===== src/rtl/io_check_multi_if.sv =====
// Bus bundle for io_check_multi: one access request per cycle in, annotated
// readiness/strobe/debug results out.
//   in_valid, addr, port_EF               : requester -> checker
//   out_valid, addr_is_IO, channel_ready,
//   all_ready, port_strobe, stall_count   : checker -> requester
interface io_check_multi_if #(
    parameter int unsigned ADDR_WIDTH    = 10,
    parameter int unsigned CHANNEL_COUNT = 3,
    parameter int unsigned PORT_COUNT    = 4,
    parameter int unsigned STALL_WIDTH   = 8
);
    logic                                   in_valid;
    logic [CHANNEL_COUNT*ADDR_WIDTH-1:0]    addr;
    logic [CHANNEL_COUNT*PORT_COUNT-1:0]    port_EF;
    logic                                   out_valid;
    logic [CHANNEL_COUNT-1:0]               addr_is_IO;
    logic [CHANNEL_COUNT-1:0]               channel_ready;
    logic                                   all_ready;
    logic [CHANNEL_COUNT*PORT_COUNT-1:0]    port_strobe;
    logic [CHANNEL_COUNT*STALL_WIDTH-1:0]   stall_count;

    modport master (
        output in_valid, addr, port_EF,
        input  out_valid, addr_is_IO, channel_ready, all_ready, port_strobe, stall_count
    );

    modport slave (
        input  in_valid, addr, port_EF,
        output out_valid, addr_is_IO, channel_ready, all_ready, port_strobe, stall_count
    );
endinterface


===== src/rtl/io_check_multi.sv =====
// Multi-channel pipelined I/O readiness checker.
// Each channel address is decoded against the I/O port window; a hit selects
// that port's Empty/Full bit, which is compared with the channel's ready
// polarity. The instruction is ready only when every channel is ready, and
// only then are one-hot port strobes issued. Latency is 2 + EXTRA_STAGES.
// Ports:
//   clock, reset : sole clock, synchronous active-high reset
//   bus (slave)  : in_valid/addr/port_EF in; out_valid, addr_is_IO,
//                  channel_ready, all_ready, port_strobe, stall_count out
module io_check_multi #(
    parameter int unsigned               ADDR_WIDTH     = 10,
    parameter int unsigned               CHANNEL_COUNT  = 3,
    parameter int unsigned               PORT_COUNT     = 4,
    parameter int unsigned               PORT_BASE_ADDR = 0,
    parameter logic [CHANNEL_COUNT-1:0]  READY_STATE    = CHANNEL_COUNT'(3'b011),
    parameter int unsigned               EXTRA_STAGES   = 0,
    parameter int unsigned               STALL_WIDTH    = 8
) (
    input  logic             clock,
    input  logic             reset,
    io_check_multi_if.slave  bus
);
    localparam int unsigned C     = CHANNEL_COUNT;
    localparam int unsigned P     = PORT_COUNT;
    localparam int unsigned SW    = STALL_WIDTH;
    localparam int unsigned IDX_W = (PORT_COUNT > 1) ? $clog2(PORT_COUNT) : 1;
    localparam int unsigned CTL_W = 2 + 2 * C;  // {valid, hit[C], ready[C], all}
    localparam int unsigned STB_W = C * P;
    localparam logic [ADDR_WIDTH-1:0] BASE      = ADDR_WIDTH'(PORT_BASE_ADDR);
    localparam logic [ADDR_WIDTH-1:0] SPAN      = ADDR_WIDTH'(PORT_COUNT);
    localparam logic [SW-1:0]         STALL_MAX = '1;

    // Address decode: a borrow out of (addr - base) means below the window,
    // which keeps low addresses from wrapping into a hit.
    logic [C-1:0]     hit_c;
    logic [STB_W-1:0] onehot_c;
    logic [C-1:0]     ef_sel_c;

    for (genvar c = 0; c < C; c++) begin : g_dec
        logic [ADDR_WIDTH:0]   diff;
        logic [IDX_W-1:0]      idx;
        assign diff       = {1'b0, bus.addr[c*ADDR_WIDTH +: ADDR_WIDTH]} - {1'b0, BASE};
        assign hit_c[c]   = !diff[ADDR_WIDTH] && (diff[ADDR_WIDTH-1:0] < SPAN);
        assign idx        = IDX_W'(diff[ADDR_WIDTH-1:0]);
        for (genvar p = 0; p < P; p++) begin : g_port
            assign onehot_c[c*P + p] = hit_c[c] && (idx == IDX_W'(p));
        end
        assign ef_sel_c[c] = |(onehot_c[c*P +: P] & bus.port_EF[c*P +: P]);
    end

    // Stage 1: registered decode results.
    logic             v1_q;
    logic [C-1:0]     hit1_q;
    logic [STB_W-1:0] oh1_q;
    logic [C-1:0]     ef1_q;

    always_ff @(posedge clock) begin
        if (reset) begin
            v1_q   <= 1'b0;
            hit1_q <= '0;
            oh1_q  <= '0;
            ef1_q  <= '0;
        end else begin
            v1_q   <= bus.in_valid;
            hit1_q <= hit_c;
            oh1_q  <= onehot_c;
            ef1_q  <= ef_sel_c;
        end
    end

    // Stage 2 inputs: memory accesses are always ready; everything masked by valid.
    logic [C-1:0]     rdy_c;
    logic             all_c;
    logic [CTL_W-1:0] ctl_s2_c;
    logic [STB_W-1:0] stb_s2_c;

    assign rdy_c    = ~hit1_q | ~(ef1_q ^ READY_STATE);
    assign all_c    = v1_q && (&rdy_c);
    assign ctl_s2_c = {v1_q, {C{v1_q}} & hit1_q, {C{v1_q}} & rdy_c, all_c};
    assign stb_s2_c = {STB_W{all_c}} & oh1_q;

    // Stage 2 register followed by EXTRA_STAGES plain delay registers.
    logic [CTL_W-1:0] ctl_q [EXTRA_STAGES+1];
    logic [STB_W-1:0] stb_q [EXTRA_STAGES+1];

    always_ff @(posedge clock) begin
        if (reset) begin
            for (int unsigned i = 0; i <= EXTRA_STAGES; i++) begin
                ctl_q[i] <= '0;
                stb_q[i] <= '0;
            end
        end else begin
            ctl_q[0] <= ctl_s2_c;
            stb_q[0] <= stb_s2_c;
            for (int unsigned i = 1; i <= EXTRA_STAGES; i++) begin
                ctl_q[i] <= ctl_q[i-1];
                stb_q[i] <= stb_q[i-1];
            end
        end
    end

    // Control word about to enter the output stage; the stall counters update
    // on the same edge so they stay aligned with the visible output cycle.
    logic [CTL_W-1:0] fin_ctl_c;

    if (EXTRA_STAGES == 0) begin : g_fin0
        assign fin_ctl_c = ctl_s2_c;
    end else begin : g_finn
        assign fin_ctl_c = ctl_q[EXTRA_STAGES-1];
    end

    logic         fin_valid_c;
    logic [C-1:0] fin_hit_c;
    logic [C-1:0] fin_rdy_c;
    logic         fin_all_c;

    assign fin_valid_c = fin_ctl_c[CTL_W-1];
    assign fin_hit_c   = fin_ctl_c[CTL_W-2 -: C];
    assign fin_rdy_c   = fin_ctl_c[C:1];
    assign fin_all_c   = fin_ctl_c[0];

    // Consecutive-stall counters: clear on a completed instruction, saturate.
    logic [C*SW-1:0] stall_q;

    always_ff @(posedge clock) begin
        if (reset) begin
            stall_q <= '0;
        end else if (fin_valid_c) begin
            for (int unsigned c = 0; c < C; c++) begin
                if (fin_all_c) begin
                    stall_q[c*SW +: SW] <= '0;
                end else if (fin_hit_c[c] && !fin_rdy_c[c] &&
                             (stall_q[c*SW +: SW] != STALL_MAX)) begin
                    stall_q[c*SW +: SW] <= stall_q[c*SW +: SW] + SW'(1);
                end
            end
        end
    end

    assign bus.out_valid     = ctl_q[EXTRA_STAGES][CTL_W-1];
    assign bus.addr_is_IO    = ctl_q[EXTRA_STAGES][CTL_W-2 -: C];
    assign bus.channel_ready = ctl_q[EXTRA_STAGES][C:1];
    assign bus.all_ready     = ctl_q[EXTRA_STAGES][0];
    assign bus.port_strobe   = stb_q[EXTRA_STAGES];
    assign bus.stall_count   = stall_q;
endmodule


===== src/flat_wrapper.sv =====
// flat-port wrapper written by rule: the top's interface ports become plain ports
module io_check_multi_flat 
#(
    parameter int unsigned               ADDR_WIDTH     = 10,
    parameter int unsigned               CHANNEL_COUNT  = 3,
    parameter int unsigned               PORT_COUNT     = 4,
    parameter int unsigned               PORT_BASE_ADDR = 0,
    parameter logic [CHANNEL_COUNT-1:0]  READY_STATE    = CHANNEL_COUNT'(3'b011),
    parameter int unsigned               EXTRA_STAGES   = 0,
    parameter int unsigned               STALL_WIDTH    = 8
)
  (clock, reset, bus_in_valid, bus_addr, bus_port_EF, bus_out_valid, bus_addr_is_IO, bus_channel_ready, bus_all_ready, bus_port_strobe, bus_stall_count);
  io_check_multi_if #(.ADDR_WIDTH(ADDR_WIDTH), .CHANNEL_COUNT(CHANNEL_COUNT), .PORT_COUNT(PORT_COUNT), .STALL_WIDTH(STALL_WIDTH)) bus_i ();
  input  logic clock;
  input  logic reset;
  input wire logic [$bits(bus_i.in_valid)-1:0] bus_in_valid;
  input wire logic [$bits(bus_i.addr)-1:0] bus_addr;
  input wire logic [$bits(bus_i.port_EF)-1:0] bus_port_EF;
  output wire logic [$bits(bus_i.out_valid)-1:0] bus_out_valid;
  output wire logic [$bits(bus_i.addr_is_IO)-1:0] bus_addr_is_IO;
  output wire logic [$bits(bus_i.channel_ready)-1:0] bus_channel_ready;
  output wire logic [$bits(bus_i.all_ready)-1:0] bus_all_ready;
  output wire logic [$bits(bus_i.port_strobe)-1:0] bus_port_strobe;
  output wire logic [$bits(bus_i.stall_count)-1:0] bus_stall_count;
  assign bus_i.in_valid = bus_in_valid;
  assign bus_i.addr = bus_addr;
  assign bus_i.port_EF = bus_port_EF;
  assign bus_out_valid = bus_i.out_valid;
  assign bus_addr_is_IO = bus_i.addr_is_IO;
  assign bus_channel_ready = bus_i.channel_ready;
  assign bus_all_ready = bus_i.all_ready;
  assign bus_port_strobe = bus_i.port_strobe;
  assign bus_stall_count = bus_i.stall_count;
  io_check_multi #(.ADDR_WIDTH(ADDR_WIDTH), .CHANNEL_COUNT(CHANNEL_COUNT), .PORT_COUNT(PORT_COUNT), .PORT_BASE_ADDR(PORT_BASE_ADDR), .READY_STATE(READY_STATE), .EXTRA_STAGES(EXTRA_STAGES), .STALL_WIDTH(STALL_WIDTH)) u_core (.clock(clock), .reset(reset), .bus(bus_i));
endmodule

===== config.mk =====
export PLATFORM = sky130hd
export DESIGN_NAME = io_check_multi_flat
export DESIGN_NICKNAME = d
export VERILOG_FILES = /design/src/rtl/io_check_multi_if.sv /design/src/rtl/io_check_multi.sv /design/src/flat_wrapper.sv
export SDC_FILE = /design/constraint.sdc
export NUM_CORES = 1
export LEC_CHECK = 0
export CORE_MARGIN = 3
export CORE_UTILIZATION = 35
export CTS_CLUSTER_SIZE = 20
export DETAILED_ROUTE_END_ITERATION = 16
export PLACE_DENSITY = 0.66
export SYNTH_ARGS = -nofsm -noshare
export SYNTH_HDL_FRONTEND = slang
export SYNTH_SLANG_ARGS = --single-unit

===== constraint.sdc =====
create_clock -name clock -period 2.1 [get_ports clock]
set_input_delay 0.42 -clock clock [delete_from_list [all_inputs] [get_ports clock]]
set_output_delay 0.42 -clock clock [all_outputs]
set_load 0.02 [all_outputs]

==> key figures, run 1 <==
Outcome
  – Status: finished clean

Clocking
  – Cts hold-fix bufs: 0
  – Setup bufs post-CTS: 0
  – Clock root cell: clkbuf_8
  – Clk sink count: 63
  – Reg clk slew, reported paths: 70 ps
  – CTS buffer count: 9
  – CTS tree: built
  – Post-CTS resize count: 0
  – Clock Path Buffers: 2
  – Worst skew pair latency: between 300 and 400 ps
  – CTS H-Tree Depth: 3

STA
  – Relative slew slack: 71.47%
  – TNS Setup: 0 ps
  – Final setup vio count: 0
  – Fin. Hold Viols: 0
  – Slew @ Worst Pin: 422.3 ps
  – Fmax: 526.9 MHz
  – Setup ws final: 202.3 ps
  – Tcrit/Tclk final: 90.37%
  – RSZ-0062 raised after global routing: false
  – Slew Limit Fails: 0
  – Clock skew: 6.714 ps
  – Tmin final: about 1900 ps

Logic synthesis
  – Largest family of logic cells by synthesized area: simple AND/OR/NAND/NOR gates
  – Cell Area, Synth: around 2400 um^2
  – Synth Area in Compound Gates: 7.664%
  – Seq/Total Area, Yosys: 52.55%
  – Top cell type by total area after synthesis: dfxtp_1
  – Post-Synthesis Cells: 234
  – Post-Synth XOR/XNOR Area: roughly 4.4%
  – Yosys warns: 0
  – Multiplexer area fraction after synthesis: 4.901%
  – Synth top area cells: dfxtp_1 (53%), and2_1 (5.5%), nor2_1 (3.6%)
  – Unique masters post-synth: between 40 and 50
  – Yosys reg bits: between 60 and 70
  – Mean post-synth cell area: roughly 10 um^2
  – Post-Synth Simple-Gate Area: 26.85%
  – Synthesized Nets: approximately 280
  – Post-Synth Adder-Cell Area: 1.564%
  – Yosys top cell area share: 52.55%

Power
  – Clock power frac: 44.1%
  – NetSw: 0.5243 mW
  – Logic pwr share: 5.9%
  – Cell internal pwr: 1.880 mW
  – Pleak: 1.314 nW
  – Net Sw Frac: about 22%
  – Max VDD drop: approximately 350 uV
  – Register share of total power: roughly 50%
  – Pwr/cell area: 674.7 nW/um^2
  – Overall Power: 2.404 mW

Floorplanning
  – Die Wd: 88.81 um
  – IO Pins: between 80 and 90
  – Core Box Area: 6495 um^2
  – Die area: 7886 um^2
  – Chip height: 88.81 um
  – Cell row count: 29
  – Initial Util: 36.95%

Final layout
  – Commonest cells after routing, fill and taps aside: clkdlybuf4s50_1 (88), dfxtp_1 (63), nor2_1 (23)
  – Multi-input logic area: 1089 um^2
  – Share of layout cells above drive strength 1: under 10%
  – Fillcell total: 563
  – Nets: 377
  – FF+latch area: 1261 um^2
  – Commonest non-fill, non-tap cell in the layout: clkdlybuf4s50_1
  – N_diodes: 0
  – Area Growth Syn to Fin: 48.49%

Global routing
  – Largest net degree at the start of global routing: 16
  – First-pass GRT wire length: 8404 um
  – Met1 usage: about 17%
  – GR Layer Usage met2: 22.20%
  – Tot GR Track Use: 14.24%
  – Initial antenna violation count: 0
  – Gr ovfl total: 0
  – Top Usage Layer GRT: met2
  – Met3 Use GR: 4.655%
  – Vias in the first global route: 1853

Setup path
  – Crit path largest cell delay: between 600 and 700 ps
  – CP Class: register to primary output
  – Slowest stage cell, crit path: clkdlybuf4s50_1
  – Top delay family on crit path: buffers and inverters
  – CP bufs+invs: 1
  – Crit. End Element: primary output
  – Required time worst endpoint: 1680 ps
  – CP Launch Type: register
  – Arrival time at the worst endpoint: ~1500 ps
  – Crit Path Max Fanout: 6
  – Crit-path cells: clkdlybuf4s50_1

Job
  – # Max-Cap Violations: 0

Routing
  – # DRC: 0
  – Initial DRC Count: 117
  – Wire per inst: 13.05 um
  – DRT Pass-1 Iters: 4
  – Vias per cell: roughly 5
  – Antenna-violating nets left: 0
  – Total wire length: 5363 um
  – Total vias in the final route: 2030

Place
  – GP Congestion: 0.8056
  – Port bufs: 88
  – Post-DP HPWL: 4059 um
  – Dpl ws: 232.2 ps

Min path
  – Worst hold path class: register to register
==> power by group through the flow <==
stage	Sequential [mW]	Clock (mW)	Combinational, mW
floorplan	1.23	0	0.0353
global placement	1.23	0	0.140
detailed placement	1.23	0	0.143
CTS	1.20	1.09	0.143
global route	1.20	1.14	0.151
finish	1.20	1.06	0.141
==> synth_stat cells (all sizes together) <==
library cell and number:
o31ai 3, clkbuf 4, nand3b 1, mux4 3, ha 3, and3 7
o211ai 4, inv 4, and4 2, o311ai 1, a31oi 2, buf 2
a2111oi 1, nor3 8, nor3b 3, nand3 16, nand2b 2, a211oi 4
xnor2 6, and3b 2, nand2 11, a41oi 1, dfxtp 63, o41ai 1
or4 1, nor2 23, and2 23, nand4 8, nor4 4, nor2b 2
o2111ai 1, a41o 1, mux2i 5, o21ai 3, a21oi 2, nand4b 1
xor2 6
==> layer usage <==
layer / vias up / routed length, um / share of wire [%]
li1: 1031 / - / -
met2: 72 / 2508 / 47
met3: 7 / 421 / 7.9
met4: 0 / 94 / 1.8
met1: 920 / 2340 / 44
met5: - / 0 / 0
==> cell families after synthesis <==
kind of cell               after synthesis
xor gates and xnor gates                12
buffers and inverters                   10
AOI/OAI and AO/OA                       24
and+or+nand+nor                        114
DFF                                     63
muxes                                    8
adders and majority gates                3
==> final timing paths <==
path                                            from                                       to  slack [ps]  cells after the start
min reg2reg               u_core.oh1_q[2]$_SDFF_PP0_            u_core.stb_q[0][2]$_SDFF_PP0_         420                      1
max          u_core.bus.stall_count[20]$_SDFFE_PP0P_                      bus_stall_count[20]         200                      1
max reg2reg   u_core.bus.stall_count[8]$_SDFFE_PP0P_  u_core.bus.stall_count[13]$_SDFFE_PP0P_         470                      5
min                       u_core.oh1_q[2]$_SDFF_PP0_            u_core.stb_q[0][2]$_SDFF_PP0_         420                      1
==> area by class of cell <==
type	instances	share of cell area (%)
clock buffer	10	3.862
clock inverter	6	1.931
sequential	63	35.39
multi-input combinational	161	30.55
inverter	4	0.4213
timing repair buffer	90	25.14
tap	77	2.704
==> worst reg2reg max path, cell delays in order, from the launching register on <==
cell,delay [ps]
dfxtp_1,380
ha_1,270
and3_1,250
a2111oi_2,410
xnor2_1,160
nor2_1,50
==> flip-flops by register name, indices dropped and copies added (netlist names) <==
name / cells
u_core.bus.stall_count: 24
u_core.ctl_q: 8
u_core.ef1_q: 3
u_core.fin_valid_c: 1
u_core.hit1_q: 3
u_core.oh1_q: 12
u_core.stb_q: 12
==> through the flow <==
stage / area (um^2) / utilization (%) / hold WS (ps) / std cells
6_report: 3563 / 54.86 / 424.7 / 411
5_1_grt: 3563 / 54.86 / 435.8 / 411
4_1_cts: 3563 / 54.86 / 426.9 / 411
3_5_place_dp: 3357 / 51.69 / 410.5 / 395
3_3_place_gp: 3357 / 51.69 / 408.7 / 395
2_1_floorplan: 2400 / - / 405.7 / 234
Power figures use the tool's default switching activity.
==> run 2: changes to the inputs <==
- PLACE_DENSITY: 0.66 -> unset
- PLACE_DENSITY_LB_ADDON: unset -> 0.3
==> run 2 against run 1 <==
Against the previous run: final cell count unchanged; sequential power about the same; setup slack better by 17 ps; count of clock-buffer cells in the layout down 1; power down 1.4%; critical endpoint unchanged; largest power group unchanged.
==> key figures, run 2 (synthesis gave the netlist of run 1 again) <==
Outcome
  – Status: finished clean

Power
  – Overall Power: around 2.4 mW
  – Pleak: roughly 1.3 nW
  – Pwr/cell area: about 670 nW/um^2
  – Max VDD drop: 358.7 uV

Global routing
  – Largest net degree at the start of global routing: 21
  – Tot GR Track Use: 14.47%
  – Initial antenna violation count: 0
  – Vias in the first global route: 1936
  – Gr ovfl total: 0
  – First-pass GRT wire length: about 8800 um

Clocking
  – Reg clk slew, reported paths: about 70 ps
  – Post-CTS resize count: 0
  – Clock root cell: clkbuf_8
  – Setup bufs post-CTS: 0
  – CTS H-Tree Depth: 3
  – Clk sink count: between 60 and 70
  – Worst skew pair latency: 330 ps
  – CTS buffer count: 9
  – CTS tree: built
  – Clock Path Buffers: 2
  – Cts hold-fix bufs: 0

STA
  – Final setup vio count: 0
  – RSZ-0062 raised after global routing: false
  – Tcrit/Tclk final: roughly 90%
  – Tmin final: 1880 ps
  – Slew Limit Fails: 0
  – Fin. Hold Viols: 0
  – Setup ws final: between 200 and 250 ps
  – Fmax: 531.8 MHz
  – Clock skew: 5.956 ps
  – Relative slew slack: 70.11%
  – Slew @ Worst Pin: 442.5 ps
  – TNS Setup: 0 ps

Setup path
  – Arrival time at the worst endpoint: 1460 ps
  – Crit path largest cell delay: 660 ps
  – Required time worst endpoint: 1680 ps
  – CP bufs+invs: 1
  – CP Launch Type: register
  – Slowest stage cell, crit path: clkdlybuf4s50_1
  – Crit Path Max Fanout: 6
  – Top delay family on crit path: buffers and inverters
  – Crit. End Element: primary output
  – CP Class: register to primary output
  – Crit-path cells: clkdlybuf4s50_1

Routing
  – Total wire length: 5391 um
  – Initial DRC Count: 40
  – DRT Pass-1 Iters: 4
  – Vias per cell: 4.956
  – # DRC: 0
  – Total vias in the final route: 2037
  – Antenna-violating nets left: 0
  – Wire per inst: 13.12 um

Place
  – Dpl ws: roughly 240 ps
  – Post-DP HPWL: 4058 um
  – Inst Count DP: 395
  – Port bufs: slightly below 90
  – GP Congestion: 0.8262

Floorplanning
  – Initial Util: between 30% and 40%
  – Cell row count: 29
  – Core Box Area: between 6000 and 7000 um^2
  – Die area: 7886 um^2
  – Die Wd: 88.81 um
  – IO Pins: 89
  – Chip height: just under 90 um

Final layout
  – Area Growth Syn to Fin: 48.02%
  – Commonest non-fill, non-tap cell in the layout: clkdlybuf4s50_1
  – Commonest cells after routing, fill and taps aside: clkdlybuf4s50_1 (88), dfxtp_1 (63), nor2_1 (23)
  – Share of layout cells above drive strength 1: 8.383%
  – Nets: 377
  – Fillcell total: roughly 590
  – N_diodes: 0
  – Finished Layout Cells: 411
  – Max reg flops: 24

Min path
  – Worst hold path class: register to register

Job
  – # Max-Cap Violations: 0
[run 2: cell types whose count changed in the layout (fill, tap and decap cells not counted)]
cell,delta
clkinv_2,+2
clkinvlp_4,-1
clkbuf_8,-1
[run 2: path summary, 6_finish.rpt]
kind | startpoint | slack [ps] | cells past startpoint | end
hold / removal | u_core.oh1_q[3]$_SDFF_PP0_ | 420 | 1 | u_core.stb_q[0][3]$_SDFF_PP0_
setup / recovery | u_core.bus.stall_count[20]$_SDFFE_PP0P_ | 220 | 1 | bus_stall_count[20]
setup reg to reg | u_core.bus.stall_count[8]$_SDFFE_PP0P_ | 450 | 5 | u_core.bus.stall_count[13]$_SDFFE_PP0P_
hold reg to reg | u_core.oh1_q[3]$_SDFF_PP0_ | 420 | 1 | u_core.stb_q[0][3]$_SDFF_PP0_
[run 2: layer usage]
metal  GRT usage [%]  wire [um]  up-vias
met5               0          0        -
met4           8.104         97        0
met3           4.004        374       10
li1                -          -     1031
met2           23.21       2558       64
met1           17.42       2361      932
[run 2: final cells by class]
class / instances / area [um^2] / share of cell area [%]
multi-input cells: 161 / 1089 / 30.64
clock inverters: 7 / 71.32 / 2.008
well taps: 77 / 96.34 / 2.712
inverters: 4 / 15.01 / 0.4227
repair buffers: 90 / 895.9 / 25.22
clock buffers: 9 / 123.9 / 3.487
flip-flops and latches: 63 / 1261 / 35.51
[run 2: report_power, final]
group	switching [mW]	internal [mW]	leakage, nW
sequential	0.00373	1.20	0.508
combinational	0.0438	0.0972	0.714
clock	0.481	0.547	0.0916
total	0.528	1.84	1.31
[run 2: metrics by stage]
stage / instance area, um^2 / utilization [%] / hold WS [ps]
floorplan: 2400 / - / 405.7
global placement: 3357 / 51.69 / 408.1
detailed placement: 3357 / 51.69 / 409.7
CTS: 3552 / 54.69 / 422.2
global route: 3552 / 54.69 / 439.3
finish: 3552 / 54.69 / 421.6
